### src/rtl/rv32i_mc_ctrl_pkg.sv
// Shared definitions for the multicycle RV32I control path.
// Holds the opcode constants, FSM state encoding, opcode-class encoding and
// the datapath select encodings. The datapath and immediate generator import
// this same package so that every block agrees on the encodings.
package rv32i_mc_ctrl_pkg;

  // Major opcodes (instruction bits [6:0])
  localparam logic [6:0] OPC_LOAD   = 7'd3;
  localparam logic [6:0] OPC_FENCE  = 7'd15;
  localparam logic [6:0] OPC_OP_IMM = 7'd19;
  localparam logic [6:0] OPC_AUIPC  = 7'd23;
  localparam logic [6:0] OPC_STORE  = 7'd35;
  localparam logic [6:0] OPC_OP     = 7'd51;
  localparam logic [6:0] OPC_LUI    = 7'd55;
  localparam logic [6:0] OPC_BRANCH = 7'd99;
  localparam logic [6:0] OPC_JALR   = 7'd103;
  localparam logic [6:0] OPC_JAL    = 7'd111;
  localparam logic [6:0] OPC_SYSTEM = 7'd115;

  typedef enum logic [2:0] {
    ST_FETCH  = 3'd0,
    ST_DECODE = 3'd1,
    ST_EXEC   = 3'd2,
    ST_MEM    = 3'd3,
    ST_WB     = 3'd4,
    ST_TRAP   = 3'd5
  } state_e;

  // Opcode classes; CLS_ILLEGAL is also the cleared value after reset
  typedef enum logic [3:0] {
    CLS_ILLEGAL = 4'd0,
    CLS_LOAD    = 4'd1,
    CLS_FENCE   = 4'd2,
    CLS_OP_IMM  = 4'd3,
    CLS_AUIPC   = 4'd4,
    CLS_STORE   = 4'd5,
    CLS_OP      = 4'd6,
    CLS_LUI     = 4'd7,
    CLS_BRANCH  = 4'd8,
    CLS_JALR    = 4'd9,
    CLS_JAL     = 4'd10,
    CLS_SYSTEM  = 4'd11
  } opclass_e;

  typedef enum logic [1:0] {
    PC_SRC_PLUS4 = 2'd0,
    PC_SRC_REL   = 2'd1,
    PC_SRC_JALR  = 2'd2
  } pc_src_e;

  typedef enum logic [1:0] {
    ALU_A_RS1  = 2'd0,
    ALU_A_PC   = 2'd1,
    ALU_A_ZERO = 2'd2
  } alu_a_e;

  typedef enum logic {
    ALU_B_RS2 = 1'b0,
    ALU_B_IMM = 1'b1
  } alu_b_e;

  typedef enum logic [1:0] {
    WB_ALU = 2'd0,
    WB_MEM = 2'd1,
    WB_PC4 = 2'd2
  } wb_sel_e;

  typedef enum logic [1:0] {
    CAUSE_NONE    = 2'd0,
    CAUSE_ILLEGAL = 2'd1,
    CAUSE_TIMEOUT = 2'd2,
    CAUSE_ENV     = 2'd3
  } trap_cause_e;

  // Register-file write source for a class that reaches WB
  function automatic wb_sel_e wb_sel_for(opclass_e cls);
    case (cls)
      CLS_LOAD:          return WB_MEM;
      CLS_JAL, CLS_JALR: return WB_PC4;
      default:           return WB_ALU;
    endcase
  endfunction

endpackage

### src/rtl/rv32i_mc_ctrl_if.sv
// Shared-memory handshake between the control FSM and the memory port.
//   mem_req      : request to shared memory
//   mem_we       : request is a write
//   mem_addr_sel : address source, 0 = PC, 1 = ALU result
//   mem_ready    : memory completed the current request this cycle
// master = controller side, slave = memory side.
interface rv32i_mc_ctrl_if;
  logic mem_req;
  logic mem_we;
  logic mem_addr_sel;
  logic mem_ready;

  modport master (
    output mem_req,
    output mem_we,
    output mem_addr_sel,
    input  mem_ready
  );

  modport slave (
    input  mem_req,
    input  mem_we,
    input  mem_addr_sel,
    output mem_ready
  );
endinterface

### src/rtl/rv32i_opclass.sv
// Combinational opcode-class decoder.
//   opcode  in  7  instruction bits [6:0]
//   opclass out    class of the instruction; CLS_ILLEGAL for unsupported opcodes
module rv32i_opclass
  import rv32i_mc_ctrl_pkg::*;
(
  input  logic [6:0] opcode,
  output opclass_e   opclass
);

  always_comb begin
    opclass = CLS_ILLEGAL;
    case (opcode)
      OPC_LOAD:   opclass = CLS_LOAD;
      OPC_FENCE:  opclass = CLS_FENCE;
      OPC_OP_IMM: opclass = CLS_OP_IMM;
      OPC_AUIPC:  opclass = CLS_AUIPC;
      OPC_STORE:  opclass = CLS_STORE;
      OPC_OP:     opclass = CLS_OP;
      OPC_LUI:    opclass = CLS_LUI;
      OPC_BRANCH: opclass = CLS_BRANCH;
      OPC_JALR:   opclass = CLS_JALR;
      OPC_JAL:    opclass = CLS_JAL;
      OPC_SYSTEM: opclass = CLS_SYSTEM;
      default:    opclass = CLS_ILLEGAL;
    endcase
  end

endmodule

### src/rtl/rv32i_mc_ctrl.sv
// Multicycle RV32I control unit: FETCH/DECODE/EXEC/MEM/WB FSM with a TRAP
// state, memory-stall timeout and retired-instruction counter.
// Ports:
//   clk, rst      : clock and synchronous active-high reset
//   mem           : shared-memory handshake (master side)
//   opcode        : instruction-register bits [6:0]
//   branch_taken  : ALU branch condition, meaningful in EXEC
//   ir_we, pc_we, reg_we          : IR / PC / register-file write enables
//   pc_src, alu_src_a, alu_src_b, wb_sel : datapath selects
//   state         : current FSM state
//   trap, trap_cause : sticky trap flag and its cause
//   instret       : retired-instruction count (wraps)
// WAIT_LIMIT (1..255) is the number of consecutive stalled memory cycles
// tolerated; the last allowed stall cycle without mem_ready sends the FSM to
// TRAP on the following edge.
module rv32i_mc_ctrl
  import rv32i_mc_ctrl_pkg::*;
#(
  parameter int WAIT_LIMIT = 16
) (
  input  logic                   clk,
  input  logic                   rst,
  rv32i_mc_ctrl_if.master        mem,
  input  logic [6:0]             opcode,
  input  logic                   branch_taken,
  output logic                   ir_we,
  output logic                   pc_we,
  output logic                   reg_we,
  output logic [1:0]             pc_src,
  output logic [1:0]             alu_src_a,
  output logic                   alu_src_b,
  output logic [1:0]             wb_sel,
  output logic [2:0]             state,
  output logic                   trap,
  output logic [1:0]             trap_cause,
  output logic [31:0]            instret
);

  localparam logic [7:0] WAIT_LIMIT_U8 = 8'(WAIT_LIMIT);

  state_e      state_reg;
  opclass_e    opclass_reg;
  logic [7:0]  stall_cnt_reg;
  logic [31:0] instret_reg;
  logic        trap_reg;
  trap_cause_e trap_cause_reg;

  opclass_e    opclass;
  logic        stall_cycle;
  logic        stall_hit;

  pc_src_e     pc_src_sel;
  alu_a_e      alu_a_sel;
  alu_b_e      alu_b_sel;
  wb_sel_e     wb_sel_val;

  rv32i_opclass u_opclass (
    .opcode  (opcode),
    .opclass (opclass)
  );

  // A stall is a cycle in which the FSM is requesting memory and the memory
  // has not answered. stall_hit marks the last tolerated stall cycle, so the
  // count of stall cycles spent before TRAP equals WAIT_LIMIT exactly.
  assign stall_cycle = ((state_reg == ST_FETCH) || (state_reg == ST_MEM)) && !mem.mem_ready;
  assign stall_hit   = stall_cycle && ((stall_cnt_reg + 8'd1) >= WAIT_LIMIT_U8);

  // ---------------------------------------------------------------------
  // FSM, stall counter, retire counter and trap bookkeeping
  // ---------------------------------------------------------------------
  always_ff @(posedge clk) begin
    if (rst) begin
      state_reg      <= ST_FETCH;
      opclass_reg    <= CLS_ILLEGAL;
      stall_cnt_reg  <= 8'd0;
      instret_reg    <= 32'd0;
      trap_reg       <= 1'b0;
      trap_cause_reg <= CAUSE_NONE;
    end else begin
      // Counter clears on mem_ready, on leaving the state, and outside
      // FETCH/MEM; a timeout also leaves the state, so it clears too.
      stall_cnt_reg <= (stall_cycle && !stall_hit) ? stall_cnt_reg + 8'd1 : 8'd0;

      case (state_reg)
        ST_FETCH: begin
          if (mem.mem_ready) begin
            state_reg <= ST_DECODE;
          end else if (stall_hit) begin
            state_reg      <= ST_TRAP;
            trap_reg       <= 1'b1;
            trap_cause_reg <= CAUSE_TIMEOUT;
          end
        end

        ST_DECODE: begin
          // IR was loaded at the end of FETCH, so opcode is valid here.
          opclass_reg <= opclass;
          case (opclass)
            CLS_ILLEGAL: begin
              state_reg      <= ST_TRAP;
              trap_reg       <= 1'b1;
              trap_cause_reg <= CAUSE_ILLEGAL;
            end
            CLS_SYSTEM: begin
              state_reg      <= ST_TRAP;
              trap_reg       <= 1'b1;
              trap_cause_reg <= CAUSE_ENV;
            end
            default: state_reg <= ST_EXEC;
          endcase
        end

        ST_EXEC: begin
          case (opclass_reg)
            CLS_LOAD, CLS_STORE: state_reg <= ST_MEM;
            CLS_OP, CLS_OP_IMM, CLS_LUI, CLS_AUIPC, CLS_JAL, CLS_JALR:
              state_reg <= ST_WB;
            default: begin
              // BRANCH and FENCE complete in EXEC.
              state_reg   <= ST_FETCH;
              instret_reg <= instret_reg + 32'd1;
            end
          endcase
        end

        ST_MEM: begin
          if (mem.mem_ready) begin
            if (opclass_reg == CLS_LOAD) begin
              state_reg <= ST_WB;
            end else begin
              state_reg   <= ST_FETCH;
              instret_reg <= instret_reg + 32'd1;
            end
          end else if (stall_hit) begin
            state_reg      <= ST_TRAP;
            trap_reg       <= 1'b1;
            trap_cause_reg <= CAUSE_TIMEOUT;
          end
        end

        ST_WB: begin
          state_reg   <= ST_FETCH;
          instret_reg <= instret_reg + 32'd1;
        end

        ST_TRAP: state_reg <= ST_TRAP;

        default: state_reg <= ST_FETCH;
      endcase
    end
  end

  // ---------------------------------------------------------------------
  // Output decode from state, latched class and branch_taken. While rst is
  // asserted every enable and select is forced to 0 so an access in flight
  // is dropped immediately and stays dropped for as long as reset is held.
  // FETCH qualifies ir_we/pc_we with mem_ready so a stalled fetch does not
  // advance the PC.
  // ---------------------------------------------------------------------
  always_comb begin
    mem.mem_req      = 1'b0;
    mem.mem_we       = 1'b0;
    mem.mem_addr_sel = 1'b0;
    ir_we            = 1'b0;
    pc_we            = 1'b0;
    reg_we           = 1'b0;
    pc_src_sel       = PC_SRC_PLUS4;
    alu_a_sel        = ALU_A_RS1;
    alu_b_sel        = ALU_B_RS2;
    wb_sel_val       = WB_ALU;

    if (!rst) begin
      case (state_reg)
        ST_FETCH: begin
          mem.mem_req = 1'b1;
          ir_we       = mem.mem_ready;
          pc_we       = mem.mem_ready;
        end

        ST_EXEC: begin
          case (opclass_reg)
            CLS_OP_IMM, CLS_LOAD, CLS_STORE: alu_b_sel = ALU_B_IMM;
            CLS_JALR: begin
              alu_b_sel  = ALU_B_IMM;
              pc_we      = 1'b1;
              pc_src_sel = PC_SRC_JALR;
            end
            CLS_LUI: begin
              alu_a_sel = ALU_A_ZERO;
              alu_b_sel = ALU_B_IMM;
            end
            CLS_AUIPC: begin
              alu_a_sel = ALU_A_PC;
              alu_b_sel = ALU_B_IMM;
            end
            CLS_JAL: begin
              alu_a_sel  = ALU_A_PC;
              alu_b_sel  = ALU_B_IMM;
              pc_we      = 1'b1;
              pc_src_sel = PC_SRC_REL;
            end
            CLS_BRANCH: begin
              alu_a_sel  = ALU_A_PC;
              alu_b_sel  = ALU_B_IMM;
              pc_we      = branch_taken;
              pc_src_sel = PC_SRC_REL;
            end
            default: begin
              // OP uses rs1/rs2; FENCE does nothing.
              alu_a_sel = ALU_A_RS1;
            end
          endcase
        end

        ST_MEM: begin
          mem.mem_req      = 1'b1;
          mem.mem_addr_sel = 1'b1;
          mem.mem_we       = (opclass_reg == CLS_STORE);
        end

        ST_WB: begin
          reg_we     = 1'b1;
          wb_sel_val = wb_sel_for(opclass_reg);
        end

        default: begin
          // DECODE and TRAP drive nothing.
          reg_we = 1'b0;
        end
      endcase
    end
  end

  assign pc_src     = pc_src_sel;
  assign alu_src_a  = alu_a_sel;
  assign alu_src_b  = alu_b_sel;
  assign wb_sel     = wb_sel_val;
  assign state      = state_reg;
  assign trap       = trap_reg;
  assign trap_cause = trap_cause_reg;
  assign instret    = instret_reg;

endmodule

### src/flat_wrapper.sv
// flat-port wrapper written by rule: the top's interface ports become plain ports
module rv32i_mc_ctrl_flat import rv32i_mc_ctrl_pkg::*;
#(
  parameter int WAIT_LIMIT = 16
)
  (clk, rst, opcode, branch_taken, ir_we, pc_we, reg_we, pc_src, alu_src_a, alu_src_b, wb_sel, state, trap, trap_cause, instret, mem_mem_req, mem_mem_we, mem_mem_addr_sel, mem_mem_ready);
  rv32i_mc_ctrl_if mem_i ();
  input  logic clk;
  input  logic rst;
  input  logic [6:0] opcode;
  input  logic branch_taken;
  output logic ir_we;
  output logic pc_we;
  output logic reg_we;
  output logic [1:0] pc_src;
  output logic [1:0] alu_src_a;
  output logic alu_src_b;
  output logic [1:0] wb_sel;
  output logic [2:0] state;
  output logic trap;
  output logic [1:0] trap_cause;
  output logic [31:0] instret;
  output wire logic [$bits(mem_i.mem_req)-1:0] mem_mem_req;
  output wire logic [$bits(mem_i.mem_we)-1:0] mem_mem_we;
  output wire logic [$bits(mem_i.mem_addr_sel)-1:0] mem_mem_addr_sel;
  input wire logic [$bits(mem_i.mem_ready)-1:0] mem_mem_ready;
  assign mem_mem_req = mem_i.mem_req;
  assign mem_mem_we = mem_i.mem_we;
  assign mem_mem_addr_sel = mem_i.mem_addr_sel;
  assign mem_i.mem_ready = mem_mem_ready;
  rv32i_mc_ctrl #(.WAIT_LIMIT(WAIT_LIMIT)) u_core (.clk(clk), .rst(rst), .mem(mem_i), .opcode(opcode), .branch_taken(branch_taken), .ir_we(ir_we), .pc_we(pc_we), .reg_we(reg_we), .pc_src(pc_src), .alu_src_a(alu_src_a), .alu_src_b(alu_src_b), .wb_sel(wb_sel), .state(state), .trap(trap), .trap_cause(trap_cause), .instret(instret));
endmodule
### config.mk
export PLATFORM = sky130hd
export DESIGN_NAME = rv32i_mc_ctrl_flat
export DESIGN_NICKNAME = d
export VERILOG_FILES = /design/src/rtl/rv32i_mc_ctrl_pkg.sv /design/src/rtl/rv32i_mc_ctrl_if.sv /design/src/rtl/rv32i_opclass.sv /design/src/rtl/rv32i_mc_ctrl.sv /design/src/flat_wrapper.sv
export SDC_FILE = /design/constraint.sdc
export NUM_CORES = 1
export LEC_CHECK = 0
export BUFFER_PORTS_ARGS = -buffer_cell sky130_fd_sc_hd__buf_2
export CAP_MARGIN = 20
export CORE_MARGIN = 2
export CORE_UTILIZATION = 30
export CTS_CLUSTER_SIZE = 20
export DETAILED_ROUTE_END_ITERATION = 7
export PLACE_DENSITY = 0.55
export SLEW_MARGIN = 20
export SYNTH_ARGS = -nofsm -noshare
export SYNTH_HDL_FRONTEND = slang
export SYNTH_SLANG_ARGS = --single-unit
### constraint.sdc
create_clock -name clk -period 3 [get_ports clk]
set_clock_uncertainty 0.2 [all_clocks]
set_input_delay 0.75 -clock clk [delete_from_list [all_inputs] [get_ports clk]]
set_output_delay 0.75 -clock clk [all_outputs]
set_load 0.01 [all_outputs]
==> qor.txt, run 1 <==
Status -> complete, no violations
Clk Tree Root Cell -> sky130_fd_sc_hd__clkbuf_8
Starting density of the core -> 30.97%
Number of buffers inserted during clock tree synthesis -> 5
Startpoint class of the critical path -> flip-flop
Reg2reg start -> u_core.instret[3]
Resized Gates After CTS -> 0
Number of ports placed on the die boundary -> 62
Flip-flop count of the largest register after layout -> 32
Worst IR drop on VDD -> 0.2025 mV
Fraction of the mapped netlist area in simple logic gates -> 32.23%
Layout-stage area growth over the synthesis result -> 18.21%
Number of antenna violations at the first check in global routing -> 0
Detailed Routing Iterations Pass 1 -> 4
Gp weighted congestion -> 0.7863
Destination of the critical timing path -> pc_src[1]
Worst setup path startpoint -> u_core.state[1]
Max-capacitance violation count -> 0
Gate family responsible for the most delay along the worst path -> simple AND/OR/NAND/NOR gates
Synthesized area divided by synthesized cell count -> 8.249 um^2
Crit path DAT -> 1770 ps
Slowest Stage Delay on Critical Path -> 580 ps
FFs w/ async S/R, synth -> 0%
Synth cell types -> 54
Adder-Cell Fraction of Synth Area -> 1.383%
Least setup slack across all paths after layout -> 283.4 ps
Post-layout utilization of the core -> 36.61%
Combinational family with the most area after synthesis -> simple AND/OR/NAND/NOR gates
Number of vias in the routed layout -> 2561
Count of inserted antenna diode cells -> 0
Maximum frequency from static timing analysis -> 0.3681 GHz
Levels on crit path -> 4
Min-Delay Path Class -> flip-flop to flip-flop
Vias in the first global route -> 2374
Layout fillers -> 947
DRC viols -> 0
Count of flip-flops with a built-in enable after synthesis -> 0
Clock tree from TritonCTS -> built
Mapped cell area -> 0.002714 mm^2
Class of the most critical setup path -> flip-flop to primary output
Area of the die -> 0.009823 mm^2
Portion of netlist area occupied by mux cells -> 2.075%
Unrepaired setup endpoints after global routing -> false
Total global routing track utilization -> 13.60%
Fin nets -> 399
Placed Instance Area -> 0.003109 mm^2
Floorplan Core Area -> 0.008763 mm^2
Worst hold path cell count -> 2
Leakage power -> 1.247 nW
Power per Cell Area -> 422.3 mW/mm^2
Worst rel slew slack -> 58.48%
DRC marker count from the first detailed-route iteration -> 80
GRT Residual Overflow -> 0
Pin count of the biggest net entering global routing -> 36
Hold WS -> 284.4 ps
CTS sink count -> 50
Synth Flop Type -> sky130_fd_sc_hd__dfxtp_1
Routed Wire Length -> 6695 um
Time the worst path needs with I/O delays and setup -> 2717 ps
Critical Path RT -> 2050 ps
FF-to-FF End -> u_core.instret[22]
Die width -> 99.11 um
Ordered cell list for the critical path -> nor3b_2 -> nand2_1 -> nor4b_1 -> buf_2
Area of all placed cells without fillers -> 0.003208 mm^2
Setup TNS after final layout -> 0 ps
Quantity of I/O buffers inserted on ports -> 61
Clock slew at the register clock pins of the worst setup and hold paths -> 100 ps
Pre-CTS setup slack -> 295.3 ps
Actual slew at the worst max-slew pin -> 619.1 ps
Detailed Place HPWL -> 4964 um
Warnings from Yosys -> 0
Number of setup violations in the final report -> 0
Slew Limit Fails -> 0
Crit path max-delay cell type -> sky130_fd_sc_hd__dfxtp_1
DRT antenna net count -> 0
Vert. Die Dim -> 99.11 um
Register-to-Register Path Depth -> 5
Buffers plus inverters on the worst setup path -> 1
Hold buffer count at cts -> 0
Share of the synthesized area in compound gates (AO/OA/AOI/OAI) -> 16.23%
Maximum number of buffers from clock root to sink -> 2
Minimum setup slack among reg-to-reg paths -> 480 ps
Count of final hold-check violations -> 0
Period Utilization, post-route -> 90.55%
CP endpoint kind -> primary output
Worst-Skew Late Latency -> 300 ps
Post-CTS setup buffers -> 0
Global-route wire length before repair -> 11210 um
Gate Count Post-Synth -> 329
Number of H-tree levels -> 2
Share of layout cells above drive strength 1 -> 23.06%
Area share of xor/xnor cells in the synthesized design -> 6.777%
Register bit count reported by yosys -> 50
Ratio of routed vias to standard cells -> 5.184
Largest fanout on the critical path -> 13
Placement Rows -> 34
Sequential area share after synthesis -> 36.88%
Detailed-route wire length per cell -> 13.55 um
==> cell usage in the layout (no fill, tap or decap), types with 2 or more instances in the layout <==
master                     synthesis  layout
sky130_fd_sc_hd__and2_1            2       2
sky130_fd_sc_hd__mux2i_1           3       3
sky130_fd_sc_hd__nor4_2            2       2
sky130_fd_sc_hd__or3b_2            2       2
sky130_fd_sc_hd__xor2_1           16      16
sky130_fd_sc_hd__nor3_1           11      11
sky130_fd_sc_hd__nor4b_1           4       4
sky130_fd_sc_hd__a21oi_1          26      26
sky130_fd_sc_hd__dfxtp_1          50      50
sky130_fd_sc_hd__and4_1            3       3
sky130_fd_sc_hd__nand2b_1          5       5
sky130_fd_sc_hd__nand3_1          14      14
sky130_fd_sc_hd__xnor2_1           5       5
sky130_fd_sc_hd__nand3_2           2       2
sky130_fd_sc_hd__inv_1             6       6
sky130_fd_sc_hd__clkbuf_8          0       6
sky130_fd_sc_hd__o21ai_0          17      17
sky130_fd_sc_hd__nand2_1          19      19
sky130_fd_sc_hd__o21a_1            2       2
sky130_fd_sc_hd__buf_4             2       5
sky130_fd_sc_hd__o311ai_0          2       2
sky130_fd_sc_hd__o31ai_1           3       3
sky130_fd_sc_hd__nor3b_1           2       2
sky130_fd_sc_hd__nand3b_1          3       3
sky130_fd_sc_hd__a211oi_1          5       5
sky130_fd_sc_hd__ha_1              3       3
sky130_fd_sc_hd__or3_1            13      13
sky130_fd_sc_hd__buf_2             3      61
sky130_fd_sc_hd__nor4_1            2       2
sky130_fd_sc_hd__nor2b_1           6       6
sky130_fd_sc_hd__or4_1             4       4
sky130_fd_sc_hd__nand4_1          17      17
sky130_fd_sc_hd__nor2_1           32      32
sky130_fd_sc_hd__a21bo_2           2       2
sky130_fd_sc_hd__and3_1            9       9
sky130_fd_sc_hd__conb_1            1       4
==> worst min-delay path by stage <==
| stage | from | endpoint | slack (ps) |
|---|---|---|---|
| 2_1_floorplan | u_core.stall_cnt_reg[0] | u_core.stall_cnt_reg[0] | 240 |
| 3_3_place_gp | u_core.instret[31] | u_core.instret[31] | 260 |
| 3_5_place_dp | u_core.trap | u_core.trap | 270 |
| 4_1_cts | u_core.instret[31] | u_core.instret[31] | 300 |
| 5_1_grt | u_core.stall_cnt_reg[0] | u_core.stall_cnt_reg[0] | 310 |
| 6_report | u_core.trap | u_core.trap | 280 |
==> area by class of cell <==
type,count,area [um^2],area share [%]
multi-input combinational,256,1608,50.12
clock buffer,6,82.58,2.574
sequential,50,1001,31.20
inverter,6,22.52,0.7020
tap,108,135.1,4.212
clock inverter,2,16.27,0.5070
timing repair buffer,66,342.8,10.69
==> power by group <==
group          internal, W  switching, W  total [W]
logic            0.0000808      0.000125   0.000206
registers         0.000689     0.0000368   0.000725
clock network     0.000190      0.000233   0.000424
==> per-stage QoR <==
stage,cells,total power (W)
finish,494,0.001355
global route,494,0.001425
CTS,494,0.001379
detailed placement,486,0.0009479
global placement,486,0.0009457
floorplan,332,0.0008799
==> cell usage after synthesis, types with 2 or more instances <==
cell type	instances	area (um^2)
sky130_fd_sc_hd__o31ai_1	3	22.52
sky130_fd_sc_hd__nor4_1	2	12.51
sky130_fd_sc_hd__nand3_1	14	70.07
sky130_fd_sc_hd__clkbuf_1	10	37.54
sky130_fd_sc_hd__o21ai_0	17	85.08
sky130_fd_sc_hd__nor2b_1	6	37.54
sky130_fd_sc_hd__nand2_1	19	71.32
sky130_fd_sc_hd__dfxtp_1	50	1001
sky130_fd_sc_hd__a211oi_1	5	37.54
sky130_fd_sc_hd__and3_1	9	56.30
sky130_fd_sc_hd__nor4_2	2	25.02
sky130_fd_sc_hd__or3b_2	2	17.52
sky130_fd_sc_hd__nand4_1	17	106.4
sky130_fd_sc_hd__xnor2_1	5	43.79
sky130_fd_sc_hd__and4_1	3	26.28
sky130_fd_sc_hd__inv_1	6	22.52
sky130_fd_sc_hd__a21bo_2	2	20.02
sky130_fd_sc_hd__buf_2	3	15.01
sky130_fd_sc_hd__a21oi_1	26	130.1
sky130_fd_sc_hd__nand3_2	2	20.02
sky130_fd_sc_hd__o21a_1	2	15.01
sky130_fd_sc_hd__or3_1	13	81.33
sky130_fd_sc_hd__nand3b_1	3	22.52
sky130_fd_sc_hd__nor4b_1	4	35.03
sky130_fd_sc_hd__nor3b_1	2	15.01
sky130_fd_sc_hd__nor3_1	11	55.05
sky130_fd_sc_hd__and2_1	2	12.51
sky130_fd_sc_hd__o311ai_0	2	17.52
sky130_fd_sc_hd__buf_1	4	15.01
sky130_fd_sc_hd__ha_1	3	37.54
sky130_fd_sc_hd__xor2_1	16	140.1
sky130_fd_sc_hd__mux2i_1	3	30.03
sky130_fd_sc_hd__buf_4	2	15.01
sky130_fd_sc_hd__or4_1	4	30.03
sky130_fd_sc_hd__nor2_1	32	120.1
sky130_fd_sc_hd__nand2b_1	5	31.28
==> kinds of logic after synthesis <==
| group | Yosys count |
|---|---|
| compound gates | 68 |
| xor+xnor | 21 |
| fa+ha+maj | 3 |
| buf+inv | 26 |
| flops | 50 |
| mux | 5 |
| other cells | 1 |
| simple gates | 155 |
==> worst min-delay path: cells and delay by family, from the launching register on <==
| kind | cells | cell delay, ps |
|---|---|---|
| flops | 1 | 330 |
| simple gates | 2 | 120 |
==> per-layer routing <==
layer / track usage (%) / vias to the layer above / wire [um]
li1: - / 1308 / -
met1: 17.94 / 1200 / 3219
met2: 23.08 / 51 / 3153
met3: 2.460 / 2 / 274
met4: 3.372 / 0 / 47
met5: 0 / - / 0
Note: power is estimated with default switching activity, not from simulation.
==> run 2, diff against run 1 <==
--- a/config.mk
+++ b/config.mk
@@ -7,7 +7,7 @@
 export LEC_CHECK = 0
 export BUFFER_PORTS_ARGS = -buffer_cell sky130_fd_sc_hd__buf_2
 export CAP_MARGIN = 20
-export CORE_MARGIN = 2
+export CORE_MARGIN = 8
 export CORE_UTILIZATION = 30
 export CTS_CLUSTER_SIZE = 20
 export DETAILED_ROUTE_END_ITERATION = 7
==> constraint.sdc (replaced) <==
create_clock -name clk -period 3.4 [get_ports clk]
set_clock_uncertainty 0.2 [all_clocks]
set_input_delay 0.85 -clock clk [delete_from_list [all_inputs] [get_ports clk]]
set_output_delay 0.85 -clock clk [all_outputs]
set_load 0.01 [all_outputs]
==> run 2 against run 1 <==
Count of clock-buffer cells in the layout down 1. Critical path depth stayed put. Hold slack worse by 0.61 ps. Clock power is 1% lower. Die area is 26% higher. Sequential cell count stayed put. Utilization is 0.057 points lower. Critical endpoint unchanged. Largest cell class unchanged. Highest routed layer unchanged.
==> qor.txt, run 2 (synthesized netlist as in run 1, its figures left out) <==
Minimum setup slack among reg-to-reg paths -> 780 ps
Max-capacitance violation count -> 0
CTS sink count -> 50
Time the worst path needs with I/O delays and setup -> 3031 ps
Number of vias in the routed layout -> 2572
Placement Rows -> 34
Actual slew at the worst max-slew pin -> 635.1 ps
DRT antenna net count -> 0
DRC viols -> 0
Sequential cell area in the final layout -> 0.001001 mm^2
GRT Residual Overflow -> 0
Detailed Routing Iterations Pass 1 -> 4
Commonest non-fill, non-tap cells in the layout -> 61 x sky130_fd_sc_hd__buf_2, 50 x sky130_fd_sc_hd__dfxtp_1, 32 x sky130_fd_sc_hd__nor2_1, 26 x sky130_fd_sc_hd__a21oi_1, 19 x sky130_fd_sc_hd__nand2_1
CP endpoint kind -> primary output
Status -> complete, no violations
Worst setup path startpoint -> u_core.state[1]
Layout fillers -> 962
Resized Gates After CTS -> 0
Number of H-tree levels -> 2
Count of inserted antenna diode cells -> 0
Routed Wire Length -> 6952 um
Share of layout cells above drive strength 1 -> 22.66%
Worst IR drop on VDD -> 0.1921 mV
Most frequent standard cell in the layout excluding fill and tap cells -> sky130_fd_sc_hd__buf_2
Footprint of the multi-input gates -> 0.001608 mm^2
Die width -> 111.1 um
FF-to-FF End -> u_core.instret[25]
Number of setup violations in the final report -> 0
Number of buffers inserted during clock tree synthesis -> 5
Clk Tree Root Cell -> sky130_fd_sc_hd__clkbuf_8
Destination of the critical timing path -> pc_src[1]
Power per Cell Area -> 387.1 mW/mm^2
Register-to-Register Path Depth -> 6
Clock slew at the register clock pins of the worst setup and hold paths -> 90 ps
Starting density of the core -> 30.97%
Clock tree from TritonCTS -> built
Fin nets -> 397
Maximum frequency from static timing analysis -> 0.3299 GHz
Pin count of the biggest net entering global routing -> 35
Post-CTS setup buffers -> 0
Pre-CTS setup slack -> 513.6 ps
Worst rel slew slack -> 57.40%
Number of ports placed on the die boundary -> 62
Min-Delay Path Class -> flip-flop to flip-flop
Flip-flop count of the largest register after layout -> 32
Detailed Place HPWL -> 5231 um
Reg2reg start -> u_core.opclass_reg[0]
Crit path DAT -> 1980 ps
Unrepaired setup endpoints after global routing -> false
DRC marker count from the first detailed-route iteration -> 90
Global-route wire length before repair -> 11560 um
Vias in the first global route -> 2305
Total global routing track utilization -> 10.82%
Slew Limit Fails -> 0
Vert. Die Dim -> 111.1 um
Count of final hold-check violations -> 0
Critical Path RT -> 2350 ps
Least setup slack across all paths after layout -> 369.2 ps
Period Utilization, post-route -> 89.14%
Detailed-route wire length per cell -> 14.13 um
Hold buffer count at cts -> 0
Class of the most critical setup path -> flip-flop to primary output
Floorplan Core Area -> 0.008763 mm^2
Leakage power -> 1.246 nW
Gp weighted congestion -> 0.7795
Area of the die -> 0.01235 mm^2
Maximum number of buffers from clock root to sink -> 2
Number of antenna violations at the first check in global routing -> 0
Setup TNS after final layout -> 0 ps
Startpoint class of the critical path -> flip-flop
Quantity of I/O buffers inserted on ports -> 61
Largest fanout on the critical path -> 13
Ratio of routed vias to standard cells -> 5.228
Layout-stage area growth over the synthesis result -> 18.03%
Worst-Skew Late Latency -> 300 ps
-- run 2: changes by cell type in the layout (fill, tap and decap cells not counted) --
cell / delta
sky130_fd_sc_hd__clkbuf_8: -1
sky130_fd_sc_hd__bufinv_16: +1
sky130_fd_sc_hd__buf_4: -2
sky130_fd_sc_hd__clkinv_2: +2
sky130_fd_sc_hd__clkinvlp_4: -1
sky130_fd_sc_hd__inv_6: -1
-- run 2: how the worst min path moves through the flow --
stage,start,to,cells after the start
2_1_floorplan,u_core.stall_cnt_reg[0],u_core.stall_cnt_reg[0],1
3_3_place_gp,u_core.stall_cnt_reg[0],u_core.stall_cnt_reg[0],1
5_1_grt,u_core.instret[31],u_core.instret[31],2
6_report,u_core.stall_cnt_reg[0],u_core.stall_cnt_reg[0],1
3_5_place_dp,u_core.stall_cnt_reg[0],u_core.stall_cnt_reg[0],1
4_1_cts,u_core.stall_cnt_reg[0],u_core.stall_cnt_reg[0],1
-- run 2: where the power goes --
part	switching, W	total (W)	internal, W
clock	0.000202	0.000419	0.000217
combinational	0.000108	0.000179	0.0000707
sequential	0.0000345	0.000642	0.000608
total	0.000345	0.00124	0.000895
-- run 2: layer usage --
metal / up-vias / GRT usage, % / part of all wire (%)
met5: - / 0 / 0
met4: 0 / 3.467 / 1.0
met3: 4 / 2.868 / 5.7
met2: 60 / 16.57 / 45
met1: 1197 / 14.32 / 48
li1: 1311 / - / -
-- run 2: cell type report --
cell class | instances | area share [%]
clock buffer | 5 | 2.148
clock inverter | 3 | 1.250
inverter | 6 | 0.7031
multi-input combinational | 256 | 50.20
sequential | 50 | 31.25
tap | 108 | 4.219
timing repair buffer | 64 | 10.23
-- run 2: through the flow --
step                      total power, W  instances  util (%)  hold slack [ps]  cell area, um^2
final                           0.001240        492     36.55            283.8             3203
after global routing            0.001302        492     36.55            322.5             3203
after CTS                       0.001255        492     36.55            292.6             3203
after detailed placement       0.0008369        484     35.31            270.9             3094
after global placement         0.0008339        484     35.31            265.6             3094
after floorplan                0.0007764        332         -            244.8             2725
-- run 2: worst max-delay path, stage by stage, from the launching register on --
cell and delay, ps:
sky130_fd_sc_hd__dfxtp_1 580, sky130_fd_sc_hd__nor3b_2 430, sky130_fd_sc_hd__nand2_1 200, sky130_fd_sc_hd__nor4b_1 300, sky130_fd_sc_hd__buf_2 180
